`src/rtl/systolic_feed_scheduler_if.sv`:
```
`default_nettype none
// +--------------------------------------------------------------------------+
// | systolic_feed_scheduler_if                                               |
// | Control bundle between the feed scheduler, its row FIFOs and its host.   |
// | Revision: 1.0                                                            |
// +--------------------------------------------------------------------------+
interface systolic_feed_scheduler_if #(
    parameter int NUM_ROWS  = 4,
    parameter int LEN_WIDTH = 8
);
    logic                 start;
    logic [LEN_WIDTH-1:0] tile_len;
    logic [NUM_ROWS-1:0]  fifo_empty;
    logic [NUM_ROWS-1:0]  fifo_r_enable;
    logic [NUM_ROWS-1:0]  row_valid;
    logic                 busy;
    logic                 done;
    logic                 timeout_err;

    modport master (
        output start, tile_len, fifo_empty,
        input  fifo_r_enable, row_valid, busy, done, timeout_err
    );

    modport slave (
        input  start, tile_len, fifo_empty,
        output fifo_r_enable, row_valid, busy, done, timeout_err
    );
endinterface
`default_nettype wire

```
`src/rtl/systolic_feed_scheduler.sv`:
```
`default_nettype none
// +--------------------------------------------------------------------------+
// | systolic_feed_scheduler                                                  |
// | Skewed, lock-step read sequencing of the west-edge row FIFOs.            |
// | Revision: 1.0                                                            |
// +--------------------------------------------------------------------------+
module systolic_feed_scheduler #(
    parameter int NUM_ROWS      = 4,
    parameter int LEN_WIDTH     = 8,
    parameter int TIMEOUT_WIDTH = 4
) (
    input  wire logic                 clk,
    input  wire logic                 reset_n,
    systolic_feed_scheduler_if.slave  bus
);

    localparam int c_t_w = LEN_WIDTH + 1;
    localparam logic [TIMEOUT_WIDTH-1:0] c_stall_limit = {TIMEOUT_WIDTH{1'b1}};

    typedef enum logic [1:0] {
        S_IDLE  = 2'd0,
        S_FEED  = 2'd1,
        S_FLUSH = 2'd2
    } state_t;

    state_t                   state_q, state_d;
    logic [c_t_w-1:0]         t_q, t_d;
    logic [LEN_WIDTH-1:0]     len_q, len_d;
    logic [TIMEOUT_WIDTH-1:0] stall_cnt_q, stall_cnt_d;
    logic                     timeout_err_q, timeout_err_d;
    logic [NUM_ROWS-1:0]      row_valid_q, row_valid_d;

    logic [NUM_ROWS-1:0]      w_need;
    logic                     w_stall;
    logic [c_t_w-1:0]         w_last_t;
    logic [TIMEOUT_WIDTH-1:0] w_stall_inc;
    logic [NUM_ROWS-1:0]      w_r_enable;
    logic                     w_busy;
    logic                     w_done;

    // Row i is inside its window for steps i .. i+L-1.
    for (genvar i = 0; i < NUM_ROWS; i++) begin : g_need
        assign w_need[i] = (t_q >= c_t_w'(i)) &&
                           (t_q < ({1'b0, len_q} + c_t_w'(i)));
    end

    assign w_stall     = |(w_need & bus.fifo_empty);
    assign w_last_t    = {1'b0, len_q} + c_t_w'(NUM_ROWS - 2);
    assign w_stall_inc = stall_cnt_q + TIMEOUT_WIDTH'(1);

    always_comb begin
        state_d       = state_q;
        t_d           = t_q;
        len_d         = len_q;
        stall_cnt_d   = stall_cnt_q;
        timeout_err_d = timeout_err_q;
        w_r_enable    = '0;
        w_busy        = 1'b0;
        w_done        = 1'b0;

        case (state_q)
            S_IDLE: begin
                if (bus.start) begin
                    len_d         = bus.tile_len;
                    t_d           = '0;
                    stall_cnt_d   = '0;
                    timeout_err_d = 1'b0;
                    state_d       = (bus.tile_len == '0) ? S_FLUSH : S_FEED;
                end
            end
            S_FEED: begin
                w_busy = 1'b1;
                if (w_stall) begin
                    // The aborting cycle is itself a stall, so it never reads.
                    if (w_stall_inc == c_stall_limit) begin
                        state_d       = S_IDLE;
                        timeout_err_d = 1'b1;
                        stall_cnt_d   = '0;
                    end else begin
                        stall_cnt_d = w_stall_inc;
                    end
                end else begin
                    w_r_enable  = w_need;
                    stall_cnt_d = '0;
                    t_d         = t_q + c_t_w'(1);
                    if (t_q == w_last_t) begin
                        state_d = S_FLUSH;
                    end
                end
            end
            S_FLUSH: begin
                w_busy  = 1'b1;
                w_done  = 1'b1;
                state_d = S_IDLE;
            end
            default: begin
                state_d = S_IDLE;
            end
        endcase
    end

    assign row_valid_d = w_r_enable;

    always_ff @(posedge clk or negedge reset_n) begin
        if (!reset_n) begin
            state_q       <= S_IDLE;
            t_q           <= '0;
            len_q         <= '0;
            stall_cnt_q   <= '0;
            timeout_err_q <= 1'b0;
            row_valid_q   <= '0;
        end else begin
            state_q       <= state_d;
            t_q           <= t_d;
            len_q         <= len_d;
            stall_cnt_q   <= stall_cnt_d;
            timeout_err_q <= timeout_err_d;
            row_valid_q   <= row_valid_d;
        end
    end

    assign bus.fifo_r_enable = w_r_enable;
    assign bus.row_valid     = row_valid_q;
    assign bus.busy          = w_busy;
    assign bus.done          = w_done;
    assign bus.timeout_err   = timeout_err_q;

endmodule
`default_nettype wire

```
`src/flat_wrapper.sv`:
```
// flat-port wrapper written by rule: the top's interface ports become plain ports
module systolic_feed_scheduler_flat 
#(
    parameter int NUM_ROWS      = 4,
    parameter int LEN_WIDTH     = 8,
    parameter int TIMEOUT_WIDTH = 4
)
  (clk, reset_n, bus_start, bus_tile_len, bus_fifo_empty, bus_fifo_r_enable, bus_row_valid, bus_busy, bus_done, bus_timeout_err);
  systolic_feed_scheduler_if #(.NUM_ROWS(NUM_ROWS), .LEN_WIDTH(LEN_WIDTH)) bus_i ();
  input  wire logic clk;
  input  wire logic reset_n;
  input wire logic [$bits(bus_i.start)-1:0] bus_start;
  input wire logic [$bits(bus_i.tile_len)-1:0] bus_tile_len;
  input wire logic [$bits(bus_i.fifo_empty)-1:0] bus_fifo_empty;
  output wire logic [$bits(bus_i.fifo_r_enable)-1:0] bus_fifo_r_enable;
  output wire logic [$bits(bus_i.row_valid)-1:0] bus_row_valid;
  output wire logic [$bits(bus_i.busy)-1:0] bus_busy;
  output wire logic [$bits(bus_i.done)-1:0] bus_done;
  output wire logic [$bits(bus_i.timeout_err)-1:0] bus_timeout_err;
  assign bus_i.start = bus_start;
  assign bus_i.tile_len = bus_tile_len;
  assign bus_i.fifo_empty = bus_fifo_empty;
  assign bus_fifo_r_enable = bus_i.fifo_r_enable;
  assign bus_row_valid = bus_i.row_valid;
  assign bus_busy = bus_i.busy;
  assign bus_done = bus_i.done;
  assign bus_timeout_err = bus_i.timeout_err;
  systolic_feed_scheduler #(.NUM_ROWS(NUM_ROWS), .LEN_WIDTH(LEN_WIDTH), .TIMEOUT_WIDTH(TIMEOUT_WIDTH)) u_core (.clk(clk), .reset_n(reset_n), .bus(bus_i));
endmodule
```
`config.mk`:
```
export PLATFORM = sky130hd
export DESIGN_NAME = systolic_feed_scheduler_flat
export DESIGN_NICKNAME = d
export VERILOG_FILES = /design/src/rtl/systolic_feed_scheduler_if.sv /design/src/rtl/systolic_feed_scheduler.sv /design/src/flat_wrapper.sv
export SDC_FILE = /design/constraint.sdc
export NUM_CORES = 1
export LEC_CHECK = 0
export BUFFER_PORTS_ARGS = -buffer_cell sky130_fd_sc_hd__buf_2
export CORE_MARGIN = 4
export CORE_UTILIZATION = 50
export DETAILED_ROUTE_END_ITERATION = 16
export MAX_ROUTING_LAYER = met4
export PLACE_DENSITY = 0.69
export SLEW_MARGIN = 40
export SYNTH_ARGS = -nofsm -noshare
export SYNTH_HDL_FRONTEND = slang
export SYNTH_SLANG_ARGS = --single-unit
```
`constraint.sdc`:
```
create_clock -name clk -period 10.1 [get_ports clk]
set_clock_uncertainty 0.1 [all_clocks]
set_input_delay 2.02 -clock clk [delete_from_list [all_inputs] [get_ports clk]]
set_output_delay 2.02 -clock clk [all_outputs]
set_load 0.01 [all_outputs]
```
After elaboration in Yosys (flattened, before gate mapping)

Index checks and enable logic that the tools add are counted.

Reductions and logical operators: 14
Order comparisons: 8
Add/subtract/negate cells: 5
Equal/unequal tests: 10
Bitwise gates (word level): 1
Multiplexer cells: 21

Operators with widths:

| cell                  | number |
|---|---|
| $lt A9 B9 Y1          | 3 |
| $mux W4               | 5 |
| $add A8 B2 Y9 const B | 2 |
| $ge A9 B1 Y1 const B  | 2 |
| $ge A9 B2 Y1 const B  | 2 |
| $mux W9               | 2 |
| $pmux W9 S2           | 1 |
| $mux W2               | 5 |
| $add A8 B1 Y9 const B | 1 |
| $add A9 B1 Y9 const B | 1 |
| $eq A9 B9 Y1          | 1 |
| $lt A9 B8 Y1          | 1 |
| $logic_not A8 Y1      | 1 |
| $pmux W4 S2           | 1 |
| $reduce_and A3 Y1     | 2 |
| $mux W1               | 5 |
| $add A4 B1 Y4 const B | 1 |
| $and A4 B4 Y4         | 1 |
| $eq A4 B4 Y1 const B  | 1 |
| $logic_and A1 B1 Y1   | 4 |
| $ne A2 B1 Y1 const B  | 2 |
| $ne A2 B2 Y1 const B  | 2 |
| $pmux W2 S2           | 1 |
| $reduce_and A2 Y1     | 2 |
| 10 further kinds      | 10 |

Output and inout port bits: 11
Input bits: 15
Word-level logic and storage cells: 65
Register bits: 28

Longest topological paths before layout

Gate-level depths: netlist (run 1).

Word-level depth: 7
Mapped depth: 14
Mapped depth without buffers: 13

Worst setup path before layout (run 1)

Ideal clock, no wire load.

Path kind: input port to output port
Start point: in bus_fifo_empty[0]
End point: out bus_fifo_r_enable[2]
Stages on the path: 4
Data arrival time: 2.985 ns
Slack: 4.995 ns
Required time: 7.980 ns
Buffers on the path: 0
Path through: nand3_1 -> nand4_4 -> or2_2 -> nor3b_1

Longest elaborated chain between the ends: 4

Ends and longest elaborated chain:

| element          | line                          | text |
|---|---|---|
| from (decl)      | flat_wrapper.sv:14            | `input wire logic [$bits(bus_i.fifo_empty)-1:0] bus_fifo_empty;` |
| $and A4 B4 Y4    | systolic_feed_scheduler.sv:47 | `assign w_stall = \|(w_need & bus.fifo_empty);` |
| $reduce_or A4 Y1 | systolic_feed_scheduler.sv:47 |  |
| $mux W4          | systolic_feed_scheduler.sv:73 | `if (w_stall) begin` |
| $mux W4          | systolic_feed_scheduler.sv:61 | `case (state_q)` |
| to (decl)        | flat_wrapper.sv:15            | `output wire logic [$bits(bus_i.fifo_r_enable)-1:0] bus_fifo_r_enable;` |

Every way passes these cells.

Final worst setup path (run 1)

Start point: reg u_core.len_q[2]
End point: out bus_fifo_r_enable[2]

Longest elaborated chain between the ends: 7
Elaborated cells between the ends (all ways): 15
Those cells by class: add/sub (3); order compare (4); mux (2); bitwise (1); reduce/logical (5)

Ends and longest elaborated chain:

| element                                        | line                           | text |
|---|---|---|
| from (decl)                                    | systolic_feed_scheduler.sv:28  | `logic [LEN_WIDTH-1:0] len_q, len_d;` |
| from (signal assigned)                         | systolic_feed_scheduler.sv:115 | `len_q <= len_d;` |
| $add A8 B1 Y9 or $add A8 B2 Y9 (tied branches) | systolic_feed_scheduler.sv:44  | `(t_q < ({1'b0, len_q} + c_t_w'(i)));` |
| $lt A9 B9 Y1                                   | systolic_feed_scheduler.sv:44  |  |
| $logic_and A1 B1 Y1                            | systolic_feed_scheduler.sv:43  | `assign w_need[i] = (t_q >= c_t_w'(i)) &&` |
| $and A4 B4 Y4                                  | systolic_feed_scheduler.sv:47  |  |
| $reduce_or A4 Y1                               | systolic_feed_scheduler.sv:47  |  |
| $mux W4 *                                      | systolic_feed_scheduler.sv:73  |  |
| $mux W4 *                                      | systolic_feed_scheduler.sv:61  |  |

Every way passes the cells marked *; elsewhere a longest branch is shown, timed or not.

==> results of run 1 <==
[cell families (layout without fill, tap and decap cells)]
family | count (synthesis) | in the layout | synth area share [%]
buf+inv | 24 | 49 | 3.461
fa+ha+maj | 45 | 45 | 21.63
compound gates | 57 | 57 | 15.14
flops | 28 | 28 | 26.92
simple gates | 104 | 104 | 21.92
xor+xnor | 17 | 17 | 5.721
mux | 12 | 12 | 5.192
[worst min-delay path by stage]
stage | end | startpoint | slack, ns
after CTS | u_core.state_q[1] | u_core.state_q[1] | 0.47
after detailed placement | u_core.state_q[1] | u_core.state_q[1] | 0.44
after global routing | u_core.state_q[1] | u_core.state_q[1] | 0.50
after global placement | u_core.stall_cnt_q[3] | u_core.stall_cnt_q[3] | 0.43
final | u_core.state_q[1] | u_core.state_q[1] | 0.47
after floorplan | u_core.state_q[1] | u_core.state_q[1] | 0.41
[placed cells by master (no fill, tap or decap), types with 2 or more instances in the layout]
cell type and n:
a211oi_1 7, a21o_1 3, a21oi_1 12, and3_1 2, and4_1 2, buf_2 25, clkbuf_8 3, dfrtp_1 28
ha_1 45, inv_1 18, mux2_2 8, mux2i_1 3, nand2_1 26, nand2b_1 3, nand3_1 15, nand3b_1 5
nand4_1 2, nand4b_1 2, nor2_1 15, nor3_1 12, nor4_1 3, o211ai_1 6, o21ai_0 14, o22ai_1 2
o311a_1 2, or3_1 6, xnor2_1 16
[per-layer routing]
metal | vias up | GRT usage [%]
li1 | 1110 | -
met1 | 1010 | 30.01
met2 | 50 | 31.79
met3 | 7 | 2.354
met4 | 0 | 5.236
met5 | - | -
[state kept, by name, indices dropped and copies added, names as in the netlist]
name,flops
u_core.bus.timeout_err,1
u_core.len_q,8
u_core.state_q,2
u_core.stall_cnt_q,4
u_core.bus.row_valid,4
u_core.t_q,9
[where the power goes]
part           switching, W  internal (W)  leakage, nW
clock network     0.0000375     0.0000532       0.0357
registers                 0      0.000112        0.371
logic            0.00000339    0.00000205        0.846
[per-stage QoR]
step	utilization (%)	area [sq um]	total power (W)	cells
floorplan	-	2603	0.0001145	287
global placement	57.38	2800	0.0001199	375
detailed placement	57.38	2800	0.0001199	375
CTS	58.85	2872	0.0002105	379
global route	58.85	2872	0.0002178	379
finish	58.85	2872	0.0002081	379
[final cells by class]
class                           instances  area [sq um]
Clock buffer                            3         41.29
Clock inverter                          1         30.03
Fill cell                             445          2008
Inverter                               19         71.32
Multi-Input combinational cell        235          1812
Sequential cell                        28         700.7
Tap cell                               67         83.83
Timing Repair Buffer                   26         132.6
[worst reg2reg max path, delay by kind of cell, from the launching register on]
kind                       cells  cell delay (ns)
and+or+nand+nor                7             1.64
AOI/OAI and AO/OA              3             0.87
DFF                            1             0.52
adders and majority gates      1             0.31
buffers and inverters          1             0.15
==> run summary, run 1 <==
In this run the static leakage power is 1.253 nW. On the critical path the largest part of the delay comes from simple AND/OR/NAND/NOR gates. The number of clock sinks came out at 28.

The number of antenna violations at the first check in global routing was 0. Of all nets on the critical path, the largest fanout is 18. The sequential area share after synthesis came out at a little over a quarter. The delay of the slowest cell on the worst path came out at 0.52 ns. In this run the tightest slew margin relative to its limit is a little under three fifths. In this run the top signal layer used is met4.

The maximum level of the CTS H-tree is 1. The die covers roughly 0.0064 sq mm. The critical path data required time came out at 7.98 ns.

The die is 80.15 um wide. The flow ran to the end, and the final reports show no timing, DRC or antenna violations. The die span in y came out at 80.15 um. The post-route met1 wirelength is 3.023 mm. After detailed routing, the total wire length is 5.947 mm.

Among all cell types in the netlist, the one instantiated most often is ha_1. Across all register-to-register paths, the minimum setup slack is ~6.4 ns. The TritonCTS buffer count came out at 3. The number of failing setup endpoints in the final timing report came out at 0.

The number of hold-repair buffers added at the cts stage is 0. The CTS tree is built. The proportion of layout cells with a drive suffix above 1 is 15.06%. The clock latency reported for the late side of the worst-skew pair is roughly 0.28 ns. The number of port buffers is 25.

Relative to the synthesized area, the layout overhead comes to 10.34%. The post-route fraction of the period consumed by the critical path is approximately three fifths. Ranked by instance count, the synthesized netlist is headed by 45 x ha_1, 28 x dfrtp_1, 26 x nand2_1. Setup repair after global routing left no endpoint under its margin. By area the synthesized netlist is led by dfrtp_1 27%, ha_1 22%, xnor2_1 5.4%. The number of gates resized after CTS was 0. Along the worst hold path, the cell count comes to 1. The critical path ends at bus_fifo_r_enable[2].

The slowest stage of the critical path belongs to the cell dfrtp_1. The post-route DRC violation count came out at 0. The count of max-cap constraint violations came out at 0. The number of placement rows came out at 25. The pin slew with the least headroom to its limit is 0.6574 ns. Synthesis produced 287 cells. After detailed routing, the average wire length per cell comes to approximately 16 um. The worst hold path class is flop to flop.

For this design the top-level I/O count stands at 26. The achievable clock frequency came out at between 0.15 and 0.2 GHz. The area of the mapped netlist is 0.002602 sq mm. The signal on the critical path passes through inv_1, nor3_1, and3_1, nand2_1, ha_1, nand4_1, nor3_1, a211oi_1, nand3b_1, nand4_4, or2_2, nor3b_1, buf_2.

The total length of routed met3 wires is 289 um. The minimum clock period came out at 5.865 ns. dfrtp_1 takes more of the synthesized area than any other cell. The worst register-to-register path begins at u_core.len_q[2]. The floorplan step defined a core boundary enclosing roughly 0.005 sq mm. The number of global-route vias before repair is approximately 2,100. The worst slack after detailed placement is 4.594 ns. The post-synthesis sequential element count is 28. The buffers inserted during post-CTS setup optimization is 0. In this run the critical register-to-register path is captured at u_core.stall_cnt_q[2]. Hold is met by 0.4696 ns.

The vias after detailed routing came out at about 2,200. The post-synthesis net count came out at 347. The number of DRC violations after detailed-routing iteration 0 came out at 205. The tree is rooted in a clkbuf_8. The total count of hold-check failures in the final report came out at 0. The maximum buffer depth of the clock tree came out at 2. Clock-pin slew was measured on the worst setup and hold paths at ~0.10 ns.

Data on the critical path arrives at its endpoint at 3.75 ns. The cell area power density came out at 72.48 mW/mm^2. The kind of start point of the critical path is a flop.

The startpoint of the worst setup timing path is u_core.len_q[2]. Entering global routing, the biggest net connects 29 pins. The first-pass iteration count of the detailed router is 4.

A synthesized cell averages 9.068 sq um. Counting distinct cell types in the post-synthesis netlist gives between 50 and 60. The number of cells on the worst reg-to-reg path is 12.

The first global-routing pass estimated 10.36 mm of wire. The overall overflow remaining after global route came out at 0. The critical path is of the flop to output pin type. The worst-case vdd ir drop came out at 0.05934 mV. The number of slew-limit violations in the final report came out at 0. The total of warnings raised by yosys came out at 0. Setup slack closes at 4.235 ns.

Among the stages of the critical path, the cell type that occurs most often is nor3_1. The critical path crosses 13 cells after its start point. Counting flops with a built-in enable in the synthesized netlist gives 0. Detailed routing placed a total of 2.556 mm of wire on met2.

Counting both buffers and inverters, the worst setup path holds a total of 2. For this run, the leading register cell type out of synthesis is dfrtp_1. The post-route antenna net violation count came out at 0. STA classifies the critical path endpoint as an output pin.

The routability congestion estimate is 0.9061. The via density per instance came out at 5.744. The overall global routing resource usage is roughly a fifth. The HPWL after detailed placement is 4.690 mm. Once the floorplan was initialized, standard cells occupied between 50% and 60% of the core. 0 antenna diodes ended up in the layout.

Setup total negative slack on the finished layout was measured at 0 ns. The fraction of registers with async set/reset came out at 100.0%. The area share of the largest cell type after synthesis came out at between 20 and 30%. The number of nets in the layout is 373.
No activity file was read; power rests on OpenSTA's default activity.
==> inputs of run 2 (changes only) <==
clock period = 5.9 ns   (was 10.1 ns; I/O delays follow)
==> run 2 against run 1 <==
  * First-iteration DRC count rose by 5.9%
  * Sequential cell count unchanged
  * Non-clock buffer count did not move
  * Combinational power up 73%
  * Setup slack worse by 3.5 ns
  * Critical endpoint unchanged
  * Die area unchanged
  * Final area did not move
  * Critical path depth stayed put
  * Via count grew 3.1%
  * Core utilization is the same
==> run summary, run 2 (same netlist as run 1, synthesis figures left out) <==
The top-level I/O count was 26 (unchanged). The path class of the tightest hold or removal check is flop to flop. TritonCTS built the clock tree. The leakage component of the power came to 1.253 nW (unchanged). The proportion of layout cells with a drive suffix above 1 is 15.06% (unchanged). The vias after detailed routing came out at 2,244 (+3.1%). The proportion of power drawn by the clock network came out at 43.3% (-0.3 points). The startpoint of the worst setup timing path is u_core.len_q[2].

The power dissipated by switching net loads came to 0.00006837 W (+67%). The first-pass iteration count of the detailed router is 4 (unchanged). The routability congestion estimate is 0.9528 (+5.2%).

The average wire per standard cell came to 15.97 um (+1.8%). The worst-case vdd ir drop is 0.1097 mV (+85%). The buffers inserted during post-CTS setup optimization came out at 0 (unchanged). The number of inserted diodes is 0 (unchanged). The number of global-route vias before repair is 2,157 (+2.6%). The cell that appears most often on the critical path is nor3_1. The clock latency reported for the late side of the worst-skew pair came to 0.28 ns (about the same). The largest registers in the layout are u_core.t_q x9, u_core.len_q x8. u_core.t_q holds more flip-flops than any other register. The worst slew margin relative to its limit came out at 53.94% (-1.8 points).

The first-pass GRT wire length is 10.53 mm (+1.6%). The maximum level of the CTS H-tree is 1 (unchanged). The total buffers and inverters traversed by the critical path is 2 (unchanged). The post-route fraction of the period consumed by the critical path came out at slightly below 90%.

Walking the worst path, the cells encountered are inv_1, nor3_1, and3_1, nand2_1, ha_1, nand4_1, nor3_1, a211oi_1, nand3b_1, nand4_4, or2_2, nor3b_1, buf_2. The internal portion of total power came out at 0.0002862 W (+71%). The die span in y came out at 80.15 um (unchanged). The worst-case setup margin in the final layout came out at 0.7818 ns (-3.453 ns). The flip-flop count of the largest register after layout is 9 (unchanged). The most common cell after layout, fill and taps aside is ha_1. The number of nets in the layout came to 373 (unchanged). The proportion of power drawn by flip-flops and latches came to 54.1% (+0.3 points). The switching fraction of total power is 19.28% (-0.37 points). The HPWL after detailed placement is 4.841 mm (+3.2%). The synthesis-to-layout area growth came out at 10.34% (unchanged). The clock slew seen by the registers of the worst setup and hold paths is 0.10 ns (about the same). The count of max-cap constraint violations came out at 0 (unchanged). The flow ran to the end, and the final reports show no timing, DRC or antenna violations.

The data arrival time at the worst-slack endpoint was 3.84 ns (+0.09 ns). The number of resized instances in the post-cts repair step is 0 (unchanged). The flip-flop and latch area is 700.7 sq um (unchanged). The die outline width is 80.15 um (unchanged). The number of failing setup endpoints in the final timing report was 0 (unchanged). The combinational group share of total power is 2.7% (about the same). The number of placement rows came out at 25 (unchanged). The maximum number of pins on one net before global-route repair was 29 (unchanged). The setup slack of the worst register-to-register path is 2.27 ns (-4.17 ns). The number of hold-repair buffers added at the cts stage is 0 (unchanged).

The critical path is of the flop to output pin type. The total power of the final layout is 0.0003546 W (+70%). The aggregate negative setup slack is 0 ns (unchanged). The number of filler instances in the final layout was 451 (+1.3%). The number of port buffers is 25 (unchanged). The overall global routing resource usage came out at 21.28% (+0.26 points).

The worst slack after detailed placement came out at 1.129 ns (-3.465 ns). The TritonCTS buffer count came out at 3 (unchanged). The routed design could run at a clock period as short as between 5 and 6 ns. The delay of the slowest cell on the worst path came out at 0.52 ns (about the same). Setup repair after global routing left no endpoint under its margin.

The core outline area came to 0.004880 sq mm (unchanged). The number of clock sinks is 28 (unchanged). The overall overflow remaining after global route came to 0 (unchanged). The number of antenna violations at the first check in global routing came out at 0 (unchanged). The post-route DRC violation count came out at 0 (unchanged).

For this design, the slowest cell found on the critical path is dfrtp_1. In the layout the commonest cells are 45 x ha_1, 28 x dfrtp_1, 26 x nand2_1, 25 x buf_2, 18 x inv_1. The via density per instance came out at 5.921 (+3.1%). The full die area is 0.006423 sq mm (unchanged). The number of DRC violations after detailed-routing iteration 0 is 217 (+5.9%). The initial cell density of the core came out at 53.33% (unchanged). On the critical path the largest part of the delay comes from simple AND/OR/NAND/NOR gates. In this run the clock root is driven by a clkbuf_8. The critical path data required time came to 4.62 ns (-3.36 ns). The launch point of the worst reg-to-reg path is u_core.len_q[2]. The maximum fanout encountered on the critical timing path came out at 18 (unchanged). STA classifies the critical path endpoint as an output pin. The pin slew with the least headroom to its limit was 0.6837 ns (+0.02628 ns). The total count of hold-check failures in the final report came out at 0 (unchanged).

The maximum buffer depth of the clock tree came out at 2 (unchanged). The worst hold path startpoint is u_core.bus.timeout_err. The area of the multi-input gates is 0.001812 sq mm (unchanged). The detailed-route wire length came out at 6.054 mm (+1.8%).

The worst setup path is launched from a flop. The post-route antenna net violation count came out at 0 (unchanged). The cell area power density is 123.5 mW/mm^2 (+70%). The achievable clock frequency came out at 0.1954 GHz. The number of slew-limit violations in the final report came out at 0 (unchanged).
[run 2: cell counts in the layout (fill, tap and decap cells not counted)]
Identical to the previous run, type by type.
[run 2: area by class of cell]
class	count	area share (%)
flip-flops and latches	28	24.40
clock inverters	1	1.046
multi-input cells	235	63.09
inverters	19	2.484
clock buffers	3	1.438
well taps	67	2.919
repair buffers	26	4.619
[run 2: power by group through the flow]
stage | Combinational (W) | Clock [W] | Sequential [W]
2_1_floorplan | 0.000000431 | 0 | 0.000196
3_3_place_gp | 0.00000976 | 0 | 0.000196
3_5_place_dp | 0.00000978 | 0 | 0.000196
4_1_cts | 0.00000977 | 0.000157 | 0.000192
5_1_grt | 0.0000109 | 0.000166 | 0.000192
6_report | 0.00000943 | 0.000153 | 0.000192
[run 2: path summary, 6_finish.rpt]
path / endpoint / cells after the start
worst max-delay path: bus_fifo_r_enable[2] / 13
worst max register to register: u_core.state_q[1] / 12
max in group asynchronous: u_core.len_q[1] / 1
worst min register to register: u_core.bus.timeout_err / 2
worst min-delay path: u_core.bus.timeout_err / 2
min in group asynchronous: u_core.t_q[8] / 1
[run 2: tightest hold or removal path, cell delays in order, from the launching register on]
cell	delay [ns]
dfrtp_1	0.38
a21oi_1	0.05
nor2_1	0.10
[run 2: metal layers]
layer  vias to the layer above  part of all wire [%]  global-route usage [%]
met5                         -                     0                       -
met4                         0                   1.7                   5.405
met3                        12                   7.4                   4.036
met2                        71                    43                   31.13
met1                      1052                    48                   30.18
li1                       1109                     -                       -
[run 2: per-stage QoR]
stage,hold WS (ns),cell area [sq um],utilization (%),cells
after floorplan,0.4087,2603,-,287
after global placement,0.4411,2800,57.38,375
after detailed placement,0.4360,2800,57.38,375
after CTS,0.4677,2872,58.85,379
after global routing,0.4959,2872,58.85,379
final,0.4579,2872,58.85,379
